[src/rtl/c2hdl_call_seq.sv]
// c2hdl_call_seq -- call sequencer for a c2hdl-generated kernel core.
//
// A host pushes call descriptors {pc, ra, a0, sp} into a small FIFO. Calls
// are launched on the core one at a time: the descriptor is driven on
// pc0/ra0/a00/sp0 with setb low for GAP cycles, then setb is raised. Once
// the core reports idle, setb is held for GAP more cycles and then dropped.
// Completion is reported with a done pulse, a completion counter and the
// cycle count of the last call.
//
// Optional feature macro: CALL_SEQ_TIMEOUT_EN enables a WAIT watchdog of
// TMO cycles that aborts a hung call and sets a sticky err flag.
//
// Ports:
//   clk, rst                       clock, synchronous active-high reset
//   cmd_valid/cmd_ready            descriptor push handshake
//   cmd_pc/cmd_ra/cmd_a0/cmd_sp    descriptor fields
//   pc0/ra0/a00/sp0/setb           launch interface to the core
//   idle                           core idle indication
//   busy                           call in flight or queue non-empty
//   done                           one-cycle pulse per finished call
//   done_cnt                       completed calls since reset (wraps)
//   cyc_last                       setb-rise-to-idle cycles of last call
//   pending                        queue occupancy
//   err                            sticky watchdog abort
module c2hdl_call_seq #(
  parameter int PCW   = 10,
  parameter int AW    = 32,
  parameter int DEPTH = 4,
  parameter int GAP   = 3,
  parameter int TMO   = 65535
) (
  input  logic                       clk,
  input  logic                       rst,
  input  logic                       cmd_valid,
  output logic                       cmd_ready,
  input  logic [PCW-1:0]             cmd_pc,
  input  logic [AW-1:0]              cmd_ra,
  input  logic [AW-1:0]              cmd_a0,
  input  logic [AW-1:0]              cmd_sp,
  output logic [PCW-1:0]             pc0,
  output logic [AW-1:0]              ra0,
  output logic [AW-1:0]              a00,
  output logic [AW-1:0]              sp0,
  output logic                       setb,
  input  logic                       idle,
  output logic                       busy,
  output logic                       done,
  output logic [15:0]                done_cnt,
  output logic [31:0]                cyc_last,
  output logic [$clog2(DEPTH):0]     pending,
  output logic                       err
);

  localparam int PW = $clog2(DEPTH);
  localparam int CW = PW + 1;
  localparam int GW = $clog2(GAP + 1);

  typedef enum logic [2:0] {
    S_IDLE, S_LOAD, S_SETUP, S_RUN, S_WAIT, S_HOLD
  } state_t;

  // ---------------------------------------------------------------------
  // Descriptor FIFO. Pointers wrap naturally since DEPTH is a power of two;
  // occupancy is tracked separately so full and empty are unambiguous.
  // ---------------------------------------------------------------------
  logic [PCW-1:0] q_pc [DEPTH];
  logic [AW-1:0]  q_ra [DEPTH];
  logic [AW-1:0]  q_a0 [DEPTH];
  logic [AW-1:0]  q_sp [DEPTH];
  logic [PW-1:0]  wr_ptr, rd_ptr;
  logic [CW-1:0]  count;
  logic           push, pop;
  state_t         state;

  assign cmd_ready = (count != CW'(DEPTH));
  assign push      = cmd_valid & cmd_ready;
  // The only consumer is the FSM, and it enters LOAD only with a non-empty queue.
  assign pop       = (state == S_LOAD);
  assign pending   = count;
  assign busy      = (state != S_IDLE) | (count != '0);

  always_ff @(posedge clk) begin
    if (push) begin
      q_pc[wr_ptr] <= cmd_pc;
      q_ra[wr_ptr] <= cmd_ra;
      q_a0[wr_ptr] <= cmd_a0;
      q_sp[wr_ptr] <= cmd_sp;
    end
  end

  always_ff @(posedge clk) begin
    if (rst) begin
      wr_ptr <= '0;
      rd_ptr <= '0;
      count  <= '0;
    end else begin
      if (push) wr_ptr <= wr_ptr + 1'b1;
      if (pop)  rd_ptr <= rd_ptr + 1'b1;
      count <= count + CW'(push) - CW'(pop);
    end
  end

  // ---------------------------------------------------------------------
  // Launch FSM. All core-facing outputs are registered here.
  // ---------------------------------------------------------------------
  logic [GW-1:0] gcnt;     // SETUP / HOLD gap counter
  logic [31:0]   cnt;      // cycles since RUN (RUN itself counts as 1)
  logic [31:0]   cnt_inc;  // saturating increment
  logic          first;    // first WAIT cycle: core has not dropped idle yet

  always_comb begin
    cnt_inc = (&cnt) ? cnt : cnt + 32'd1;
  end

`ifdef CALL_SEQ_TIMEOUT_EN
  logic err_q;
  assign err = err_q;
`else
  logic unused_tmo;
  assign err        = 1'b0;
  assign unused_tmo = (TMO != 0);
`endif

  always_ff @(posedge clk) begin
    if (rst) begin
      state    <= S_IDLE;
      pc0      <= '0;
      ra0      <= '0;
      a00      <= '0;
      sp0      <= '0;
      setb     <= 1'b0;
      done     <= 1'b0;
      done_cnt <= '0;
      cyc_last <= '0;
      gcnt     <= '0;
      cnt      <= '0;
      first    <= 1'b0;
`ifdef CALL_SEQ_TIMEOUT_EN
      err_q    <= 1'b0;
`endif
    end else begin
      done <= 1'b0;
      unique case (state)
        S_IDLE: if (count != '0) state <= S_LOAD;
        S_LOAD: begin
          pc0   <= q_pc[rd_ptr];
          ra0   <= q_ra[rd_ptr];
          a00   <= q_a0[rd_ptr];
          sp0   <= q_sp[rd_ptr];
          gcnt  <= '0;
          state <= S_SETUP;
        end
        S_SETUP: begin
          if (gcnt == GW'(GAP - 1)) begin
            setb  <= 1'b1;
            state <= S_RUN;
          end else begin
            gcnt <= gcnt + 1'b1;
          end
        end
        S_RUN: begin
          cnt   <= 32'd1;
          first <= 1'b1;
          state <= S_WAIT;
        end
        S_WAIT: begin
          cnt   <= cnt_inc;
          first <= 1'b0;
          if (idle && !first) begin
            cyc_last <= cnt_inc;
            gcnt     <= '0;
            state    <= S_HOLD;
          end
`ifdef CALL_SEQ_TIMEOUT_EN
          // cnt equals the WAIT cycle index here, so this fires on the
          // TMO-th WAIT cycle without idle.
          else if (cnt == 32'(TMO)) begin
            setb     <= 1'b0;
            err_q    <= 1'b1;
            cyc_last <= '1;
            done     <= 1'b1;
            state    <= S_IDLE;
          end
`endif
        end
        S_HOLD: begin
          if (gcnt == GW'(GAP - 1)) begin
            setb     <= 1'b0;
            done     <= 1'b1;
            done_cnt <= done_cnt + 16'd1;
            state    <= S_IDLE;
          end else begin
            gcnt <= gcnt + 1'b1;
          end
        end
        default: state <= S_IDLE;
      endcase
    end
  end

endmodule

[config.mk]
export PLATFORM = sky130hd
export DESIGN_NAME = c2hdl_call_seq
export DESIGN_NICKNAME = d
export VERILOG_FILES = /design/src/rtl/c2hdl_call_seq.sv
export SDC_FILE = /design/constraint.sdc
export NUM_CORES = 1
export LEC_CHECK = 0
export CORE_MARGIN = 2
export CORE_UTILIZATION = 33
export DETAILED_ROUTE_END_ITERATION = 8
export GPL_ROUTABILITY_DRIVEN = 0
export SYNTH_ARGS = -nofsm -noshare
export SYNTH_HDL_FRONTEND = slang
export SYNTH_SLANG_ARGS = --single-unit
[constraint.sdc]
create_clock -name clk -period 4.93 [get_ports clk]
set_clock_uncertainty 0.15 [all_clocks]
set_input_delay 0.7395 -clock clk [delete_from_list [all_inputs] [get_ports clk]]
set_output_delay 0.7395 -clock clk [all_outputs]
set_load 0.02 [all_outputs]
---- Word-level counts from Yosys, hierarchy flattened ----
Memories as Yosys holds them, arrays and structs flattened. A register that Yosys moved wholly into a read port is not among the register bits.
Index checks and enable logic that the tools add are counted.
W data, S select, Z words.
operators by class
  bitwise gates (word level) .............. 3
  eq/ne operators ......................... 12
  mux-type cells .......................... 17
  $add $sub $neg .......................... 7
  reductions and logical operators ........ 16
operators with widths
  kind                     count
  $pmux W32 S2             1
  $add A32 B1 Y32 const B  1
  $mux W32                 1
  $reduce_and A32 Y1       1
  $pmux W3 S6              1
  $add A16 B1 Y16 const B  1
  $mux W3                  4
  $ne A2 B2 Y1 const B     5
  $reduce_bool A3 Y1       3
  $add A2 B1 Y2 const B    3
  $eq A3 B2 Y1 const B     2
  $eq A3 B3 Y1 const B     2
  $pmux W2 S3              1
  $reduce_and A3 Y1        2
  $mux W1                  5
  $mux W2                  2
  $pmux W1 S2              2
  $reduce_and A2 Y1        2
  $reduce_and A4 Y1        1
  $reduce_bool A2 Y1       2
  $reduce_or A2 Y1         2
  $add A3 B1 Y3            1
  $eq A3 B1 Y1 const B     1
  $logic_not A3 Y1         1
  other kinds (8)          8
word-level totals
  input bits .............................. 110
  logic and storage cells ................. 70
  register bits after elaboration ......... 95
  memories ................................ 4
  output and inout port bits .............. 162
  RAM bits ................................ 424
memory list
  name  words  bits a word  read ports  clocked after Yosys merged registers in  wr ports  line  text
  q_a0  4      32           1           1                                        1         68    logic [AW-1:0] q_a0 [DEPTH];
  q_ra  4      32           1           1                                        1         67    logic [AW-1:0] q_ra [DEPTH];
  q_sp  4      32           1           1                                        1         69    logic [AW-1:0] q_sp [DEPTH];
  q_pc  4      10           1           1                                        1         66    logic [PCW-1:0] q_pc [DEPTH];

---- Depth between registers and ports, before layout ----
Gate-level depths: netlist of run 1.
  depth in word-level cells ............... 4
  gate-level depth with buffers ........... 13

---- Worst setup path before layout of run 1 ----
Ideal clock, no wire load.
  kind .................................... register to register
  from .................................... reg count[1] (netlist: pending[1])
  to ...................................... mem q_a0[0][0], enable pin
  data required time ...................... 4,302 ps
  slack ................................... 926 ps
  cell stages (with the launch flop) ...... 4
  library setup time ...................... 478 ps
  arrival ................................. 3,376 ps
  cells stage by stage .................... dfxtp_1 > nor2_1 > nand2_1 > and3_1
on the way
  longest elaborated chain between the ends .. 4
ends and longest elaborated chain
  element                        line  text
  from (decl)                    71    logic [CW-1:0] count;
  from (signal assigned)         99    count <= count + CW'(push) - CW'(pop);
  $ne A3 B3 Y1                   75    assign cmd_ready = (count != CW'(DEPTH));
  net cmd_ready                  35    output logic cmd_ready,
  $and A1 B1 Y1                  76    assign push = cmd_valid & cmd_ready;
  $mux W1                        83    if (push) begin
  $mux W1 (implied by the code)  86    q_a0[wr_ptr] <= cmd_a0;
  to (decl)                      68
The timed path passes the listed nets, and every way through them passes these cells.

---- Final worst setup path of run 1 ----
  from .................................... reg count[1] (netlist: pending[1])
  to ...................................... out cmd_ready
on the way
  longest elaborated chain between the ends .. 1
ends and longest elaborated chain
  element       line
  $ne A3 B3 Y1  75
  to (decl)     35
No other way between the ends.

==> results of run 1 <==
-- layer usage --
metal / vias to the layer above / global-route usage / wire length [um]
li1: 6473 / - / -
met1: 7079 / 0.206 / 24900
met2: 396 / 0.243 / 26500
met3: 92 / 0.0418 / 3940
met4: 14 / 0.0361 / 1000
met5: - / 0 / 95
-- per-stage QoR --
stage,worst slack (ns),power (W)
CTS,1.80,0.0153
global route,1.61,0.0157
global placement,1.84,0.0102
floorplan,0.926,0.00889
detailed placement,1.80,0.0103
finish,1.82,0.0150
-- worst register-to-register path: stages, from the launching register on --
cell and delay (ns):
dfxtp_1 0.45, inv_1 0.15, or3_4 0.56, inv_4 0.40
buf_4 0.86, nand2_1 0.27, a21oi_1 0.19
-- path summary, 6_finish.rpt --
| kind | start | cells past startpoint | endpoint | slack [ns] |
|---|---|---|---|---|
| worst min register to register | ra0[10] | 2 | ra0[10] | 0.31 |
| worst max-delay path | pending[1] | 3 | cmd_ready | 1.82 |
| worst max register to register | state[0] | 6 | pc0[9] | 1.84 |
| worst min-delay path | ra0[10] | 2 | ra0[10] | 0.31 |
-- registers in the layout, indices dropped and copies added (netlist names), 3 cells and up --
register  count
q_a0        128
q_ra        128
pc0          10
ra0          32
q_pc         40
pending       3
a00          32
cyc_last     32
cnt          32
q_sp        128
sp0          32
state         3
done_cnt     16
-- synthesized netlist by cell type, drive strengths merged, types with 2 or more instances --
| cell type | count | area (sq um) |
|---|---|---|
| edfxtp | 424 | 12700 |
| nand2 | 252 | 946 |
| dfxtp | 201 | 4020 |
| a21oi | 138 | 691 |
| mux4 | 106 | 2390 |
| nor2 | 80 | 310 |
| clkbuf | 72 | 270 |
| a211oi | 30 | 240 |
| o21ai | 26 | 130 |
| xor2 | 26 | 228 |
| nand3 | 23 | 120 |
| buf | 22 | 110 |
| xnor2 | 20 | 175 |
| a31oi | 19 | 119 |
| nand4 | 15 | 128 |
| and3 | 14 | 92.6 |
| inv | 13 | 48.8 |
| o31ai | 11 | 96.3 |
| or3 | 11 | 68.8 |
| ha | 9 | 113 |
| nor3 | 9 | 71.3 |
| nand2b | 7 | 43.8 |
| nor2b | 7 | 43.8 |
| and4 | 5 | 43.8 |
| and2 | 4 | 25.0 |
| a41oi | 3 | 26.3 |
| nand3b | 3 | 22.5 |
| o21a | 3 | 22.5 |
| a22o | 2 | 17.5 |
| a311oi | 2 | 17.5 |
| nor4 | 2 | 27.5 |
| o211ai | 2 | 15.0 |
| or4 | 2 | 18.8 |
-- kinds of logic after synthesis --
logic type | after synthesis | share of synthesized area
multiplexers | 107 | 0.102
AO/OA/AOI/OAI | 241 | 0.0601
buffers and inverters | 107 | 0.0182
XOR/XNOR | 46 | 0.0171
other | 1 | 0.000159
adder cells (fa/ha/maj) | 10 | 0.00562
AND/OR/NAND/NOR | 440 | 0.0867
flip-flops | 625 | 0.710
-- cell type report --
class / count / area, sq um
timing repair buffer: 288 / 2880
fill: 6468 / 41600
multi-input combinational: 845 / 6430
antenna: 4 / 10.0
inverter: 13 / 51.3
tap: 950 / 1190
clock inverter: 27 / 307
clock buffer: 97 / 1880
sequential: 625 / 16800
-- power groups by stage --
stage               Combinational [W]  Sequential, W  Clock [W]
floorplan                     0.00190        0.00699          0
global placement              0.00341        0.00684          0
detailed placement            0.00343        0.00686          0
CTS                           0.00344        0.00676    0.00506
global route                  0.00365        0.00682    0.00527
finish                        0.00337        0.00674    0.00492
==> flow_metrics.tcl, run 1 <==
set metrics [dict create \
    status "finished, final reports clean" \
    fin_crit_sh 0.631 \
    clockBufferDepth 3 \
    power_leakage_nw 9.35 \
    routed_via_density 4.93 \
    setup_viol 0 \
    seqPwrFrac 0.448 \
    grt_pass1_wl_um 86000 \
    dp_cells 2721 \
    relSlewSlack 0.283 \
    layout_commonest_cell "edfxtp_1" \
    hold_viol 0 \
    ant_nets 0 \
    p_clk_frac 0.327 \
    synth_edf_count 424 \
    ios 272 \
    final_cells 2849 \
    worst-path-max-fanout 7 \
    grt_overflow 0 \
    p_int_w 0.0107 \
    cpPeakStageDelay_ns 0.68 \
    htree_levels 3 \
    syn_inst 1577 \
    port-buffer-count 270 \
    dieArea_sq_um 73600 \
    most-common-layout-cells "edfxtp_1 (424), clkdlybuf4s50_1 (269), nand2_1 (252)" \
    hpwl_um 35400 \
    crit_arrival_ns 2.22 \
    synth_cell_types 62 \
    die_w_um 271 \
    async_flop_share 0 \
    routed_wl_um 56400 \
    holdWs_ns 0.308 \
    switchingPower_w 0.00431 \
    synth_seq_cells 625 \
    fin_setup_tns_ns 0 \
    antenna_found_initial 11 \
    period_needed_ns 3.11 \
    netlist_area_sq_um 23600 \
    end_kind "primary output" \
    cp_slowest_cell "clkdlybuf4s50_1" \
    ys.flop_type "edfxtp_1" \
    irDropWorstVdd_mv 0.352 \
    grt_max_degree 122 \
    cp_top_family "buffers and inverters" \
    cts_tree "done" \
    max_freq_mhz 321 \
    via_count 14100 \
    clkTransAtPathRegs_ns 0.06 \
    ys_warn_count 0 \
    layout.nets 1960 \
    placed_area_sq_um 27300 \
    swShare 0.287 \
    critical_path_class "register to primary output" \
    post_cts_buffers 0 \
    cts_resized 0 \
    gr-usage-all-layers 0.152 \
    first_pass_iters 7 \
    cap_violations 0 \
    final_core_util 0.415 \
    drt_iter0_drc 841 \
    avgSynthCellArea_sq_um 15.0 \
    clk_latency_ns 0.60 \
    seq_area_frac_synth 0.710 \
    cp.required_ns 4.04 \
    syn2layout_area_growth_pct 25.1 \
    synthesis.nets 1697 \
    cts_buffers 67 \
    hp-class "register to register" \
    clkSinkCount 625 \
    rsz0062_at_grt "no" \
    max_slew.worst_pin.slew_ns 1.08 \
    grt_pass1_vias 14200 \
    critPathBufInv 1 \
    rows 98 \
    post_route_cells_drive_above_1_share 0.137 \
    cp-start-kind "register" \
    p_comb_frac 0.224 \
    hold_buffers 0 \
    die_h_um 271 \
    initial_core_util 0.332 \
    core_sq_um 71100 \
    p_per_area_nw_per_um2 509 \
    slew_viol_final 0 \
    timing.critical_path.cells "nor2_1 > nand2_1 > clkdlybuf4s50_1" \
    drc 0 \
    wl_per_cell_um 19.8 \
    cts_root_buffer "clkbuf_16" \
    design_area_sq_um 29500 \
]
Note: power is estimated with default switching activity, not from simulation.
==> inputs of run 2 (changes only) <==
- clock period: 4.93 -> 3.01 ns (I/O delays scaled with it)
==> run 2 against run 1 <==
Wire length fell by 0.45%. Register-to-register slack got worse by 1.4 ns. Count of clock-buffer cells in the layout fell by 4. Total power rose by 70%. First-iteration DRC count rose by 2.3%. Non-clock buffer count rose by 19. Sequential share of layout area fell by 1.0 points. Largest power group unchanged.
==> flow_metrics.tcl, run 2 (synthesis results as in run 1) <==
set metrics [dict create \
    worst-path-max-fanout 13 \
    hold_viol 0 \
    cts_root_buffer "clkbuf_16" \
    die_w_um 271 \
    met1_usage 0.188 \
    cp_slowest_cell "clkdlybuf4s50_1" \
    cpPeakStageDelay_ns 0.64 \
    cp-start-kind "register" \
    max_freq_mhz 371 \
    grt_overflow 0 \
    holdPathStages 2 \
    timing.critical_path.cells "nor2_1 > nand3_1 > clkdlybuf4s50_1" \
    rows 98 \
    rr_worst_depth 8 \
    cp-startpoint "state[1]" \
    first_pass_iters 5 \
    die_h_um 271 \
    top_usage_layer "met2" \
    clkSinkCount 625 \
    critical_path_class "register to primary output" \
    post_cts_buffers 0 \
    fill_cells 6461 \
    fin_setup_tns_ns 0 \
    holdWs_ns 0.150 \
    cts_resized 0 \
    hold_buffers 0 \
    layout.nets 1982 \
    hpwl_um 33600 \
    initial_core_util 0.332 \
    p_per_area_nw_per_um2 852 \
    cts_tree "done" \
    end_kind "primary output" \
    fin_crit_sh 0.896 \
    clockBufferDepth 3 \
    hp-class "primary input to register" \
    grt_pass1_vias 14300 \
    cp.required_ns 2.41 \
    routed_wl_um 56200 \
    total_power_w 0.0256 \
    port-buffer-count 270 \
    status "finished, final reports clean" \
    crit_arrival_ns 2.09 \
    min_to "cnt[1]" \
    design_area_sq_um 30100 \
    critPathBufInv 1 \
    drc 0 \
    clk_latency_ns 0.61 \
    rrSetupSlack_ns 0.45 \
    use_met2 0.251 \
    core_sq_um 71100 \
    most-common-layout-cells "edfxtp_1 (424), clkdlybuf4s50_1 (269), nand2_1 (252)" \
    wl_per_cell_um 19.6 \
    cp_top_family "buffers and inverters" \
    power_leakage_nw 9.60 \
    ios 272 \
    largestRegisters "q_a0: 128 flops, q_ra: 128 flops, q_sp: 128 flops" \
    final_core_util 0.423 \
    rsz0062_at_grt "no" \
    irDropWorstVdd_mv 0.543 \
    r2r-end "done_cnt[15]" \
    clkTransAtPathRegs_ns 0.06 \
    placed_area_sq_um 27700 \
    setup_viol 0 \
    gr-usage-all-layers 0.152 \
    via_count 14000 \
    relSlewSlack 0.523 \
    met3_usage 0.0480 \
    ant_nets 0 \
    worstHoldStart "rst" \
    dieArea_sq_um 73600 \
    post_route_cells_drive_above_1_share 0.149 \
    r2r-start "gcnt[0]" \
    htree_levels 3 \
    slew_viol_final 0 \
    grt_max_degree 109 \
    drt_iter0_drc 860 \
    period_needed_ns 2.70 \
    grt_pass1_wl_um 86000 \
    max_slew.worst_pin.slew_ns 0.715 \
    cts_buffers 70 \
    routed_via_density 4.87 \
    syn2layout_area_growth_pct 27.4 \
    cap_violations 0 \
    antenna_found_initial 8 \
    layout_commonest_cell "edfxtp_1" \
]
-- run 2: where the power goes --
| group | leakage (nW) | switching, W | internal (W) |
|---|---|---|---|
| clock network | 1.16 | 0.00355 | 0.00525 |
| registers | 5.52 | 0.000564 | 0.0103 |
| logic | 2.92 | 0.00314 | 0.00276 |
-- run 2: stage by stage --
step | cells | setup slack, ns
4_1_cts | 2869 | 0.263
2_1_floorplan | 1577 | 0.201
6_report | 2870 | 0.314
3_3_place_gp | 2740 | 0.313
5_1_grt | 2869 | 0.147
3_5_place_dp | 2740 | 0.369
-- run 2: worst max-delay path by stage --
| stage | depth (start not counted) | end | slack [ns] |
|---|---|---|---|
| finish | 3 | busy | 0.31 |
| global route | 3 | busy | 0.15 |
| CTS | 3 | busy | 0.26 |
| detailed placement | 9 | pending[2] | 0.37 |
| global placement | 9 | pending[2] | 0.31 |
| floorplan | 3 | q_a0[0][0] | 0.20 |
-- run 2: per-layer routing --
layer,vias to the layer above,share of wire
met4,16,0.026
li1,6513,-
met2,331,0.48
met5,-,0.0018
met1,7000,0.42
met3,111,0.072
-- run 2: worst register-to-register path, stage by stage, from the launching register on --
cell and delay [ns]:
dfxtp_1 0.32, inv_1 0.05, ha_1 0.35, and4b_1 0.35, nand4_1 0.36, nor3_1 0.49, nand3_1 0.15, xor2_1 0.15
nor2_1 0.05
-- run 2: cell type report --
type	instances	area, sq um	share of cell area
Inverter	13	51.3	0.00171
Multi-Input combinational cell	845	6430	0.214
Timing Repair Buffer	307	3220	0.107
Antenna cell	1	2.50	0.0000833
Clock buffer	93	1920	0.0639
Sequential cell	625	16800	0.558
Clock inverter	36	474	0.0158
Tap cell	950	1190	0.0396
==> inputs of run 3 (changes only) <==
- CORE_MARGIN: 2 -> 5
- HOLD_SLACK_MARGIN: not set -> 0.15
- clock period: 3.01 -> 3.2 ns (I/O delays scaled with it)
==> run 3 against run 2 <==
Worst setup slack improved by 0.11 ns. Core utilization decreased by 0.17 points. Die area increased by 4.5%. Wire length increased by 1.4%. Global-route usage decreased by 0.70 points. Via count decreased by 0.69%. First-iteration DRC count decreased by 19%. Non-clock buffer count decreased by 7. Count of clock-buffer cells in the layout increased by 11.
==> flow_metrics.tcl, run 3 (synthesis results as in run 1) <==
set metrics [dict create \
    status "finished, final reports clean" \
    r2r-end "ra0[12]" \
    dieArea_sq_um 76900 \
    worstHoldStart "ra0[16]" \
    die_w_um 277 \
    holdWs_ns 0.300 \
    rsz0062_at_grt "no" \
    crit_arrival_ns 3.13 \
    power_leakage_nw 9.55 \
    final_core_util 0.421 \
    post_cts_buffers 0 \
    initial_core_util 0.331 \
    port-buffer-count 270 \
    irDropWorstVdd_mv 0.643 \
    fin_crit_sh 0.867 \
    min_to "ra0[16]" \
    period_needed_ns 2.77 \
    wl_per_cell_um 19.9 \
    post_route_cells_drive_above_1_share 0.145 \
    first_pass_iters 7 \
    hp-class "register to register" \
    clk_latency_ns 0.59 \
    largestRegisters "q_a0: 128 flops, q_ra: 128 flops, q_sp: 128 flops" \
    p_per_area_nw_per_um2 797 \
    design_area_sq_um 30000 \
    core_sq_um 71200 \
    antenna_found_initial 12 \
    layout.nets 1976 \
    gr-usage-all-layers 0.145 \
    cap_violations 0 \
    ant_nets 0 \
    cp_slowest_cell "buf_4" \
    routed_wl_um 56900 \
    fin_setup_tns_ns 0 \
    clkTransAtPathRegs_ns 0.06 \
    drc 0 \
    rr_worst_depth 5 \
    hold_viol 0 \
    end_kind "register" \
    die_h_um 277 \
    via_count 13900 \
    grt_max_degree 109 \
    hpwl_um 34600 \
    clkSinkCount 625 \
    max_slew.worst_pin.slew_ns 1.02 \
    cts_tree "done" \
    clockBufferDepth 3 \
    slew_viol_final 0 \
    grt_pass1_wl_um 87200 \
    setup_viol 0 \
    layout_commonest_cell "edfxtp_1" \
    rows 98 \
    placed_area_sq_um 27600 \
    grt_pass1_vias 14400 \
    crit_top_cell "buf_4" \
    cp.required_ns 3.55 \
    total_power_w 0.0239 \
    ios 272 \
    grt_overflow 0 \
    worst-path-max-fanout 70 \
    rrSetupSlack_ns 0.43 \
    most-common-layout-cells "edfxtp_1 (424), clkdlybuf4s50_1 (269), nand2_1 (252)" \
    cp-start-kind "register" \
    cts_buffers 71 \
    cts_root_buffer "clkbuf_16" \
    relSlewSlack 0.320 \
    htree_levels 3 \
    max_freq_mhz 360 \
    timing.critical_path.cells "or3_4 > buf_4 > buf_4 > nand2_1 > a21oi_1" \
    cpPeakStageDelay_ns 0.86 \
    critical_path_class "register to register" \
    routed_via_density 4.84 \
    syn2layout_area_growth_pct 27.1 \
    r2r-start "state[2]" \
    drt_iter0_drc 693 \
    holdPathStages 2 \
]
-- run 3: cell count changes in the layout (fill, tap and decap cells not counted), moves of 3 or more --
cell,before,now
clkinv_1,6,1
clkbuf_1,16,22
clkbuf_8,6,9
buf_4,18,12
-- run 3: worst max path at each step --
| stage | startpoint | to | cells after the start |
|---|---|---|---|
| 2_1_floorplan | pending[1] | q_a0[0][0] | 3 |
| 3_3_place_gp | cmd_valid | pending[2] | 9 |
| 3_5_place_dp | cmd_valid | pending[2] | 9 |
| 4_1_cts | state[2] | sp0[1] | 5 |
| 5_1_grt | state[2] | ra0[23] | 5 |
| 6_report | state[2] | ra0[12] | 5 |
-- run 3: stage by stage --
| stage | setup slack (ns) | cells |
|---|---|---|
| 3_5_place_dp | 0.398 | 2732 |
| 3_3_place_gp | 0.380 | 2732 |
| 4_1_cts | 0.385 | 2863 |
| 5_1_grt | 0.155 | 2863 |
| 6_report | 0.426 | 2865 |
| 2_1_floorplan | 0.391 | 1577 |
-- run 3: worst max-delay path, delay by kind of cell (launching register included) --
family,cells,cell delay [ns]
AND/OR/NAND/NOR,2,0.37
buffers and inverters,2,1.27
AO/OA/AOI/OAI,1,0.19
flip-flops,1,0.60
-- run 3: power by group --
part	switching [W]	leakage, nW	total (W)	internal, W
logic	0.00297	2.87	0.00548	0.00251
clock network	0.00326	1.17	0.00821	0.00495
registers	0.000487	5.52	0.0102	0.00971
total	0.00671	9.55	0.0239	0.0172
-- run 3: final cells by class --
cell class                      instances  area [sq um]
Multi-Input combinational cell        845          6430
Sequential cell                       625         16800
Clock inverter                         26           364
Tap cell                              950          1190
Inverter                               13          51.3
Timing Repair Buffer                  300          3140
Antenna cell                            2          5.00
Fill cell                            6411         41300
Clock buffer                          104          2030
-- run 3: repair_timing --
| action | CTS | global route |
|---|---|---|
| gates resized for setup | 0 | 0 |
| hold buffers | 1 | 0 |
| hold endpoints to repair | 5 | 0 |
-- run 3: per-layer routing --
layer,up-vias,part of all wire,GRT usage
met3,88,0.080,0.0498
li1,6510,-,-
met4,18,0.017,0.0349
met1,6914,0.41,0.182
met2,345,0.49,0.243
met5,-,0.0019,0
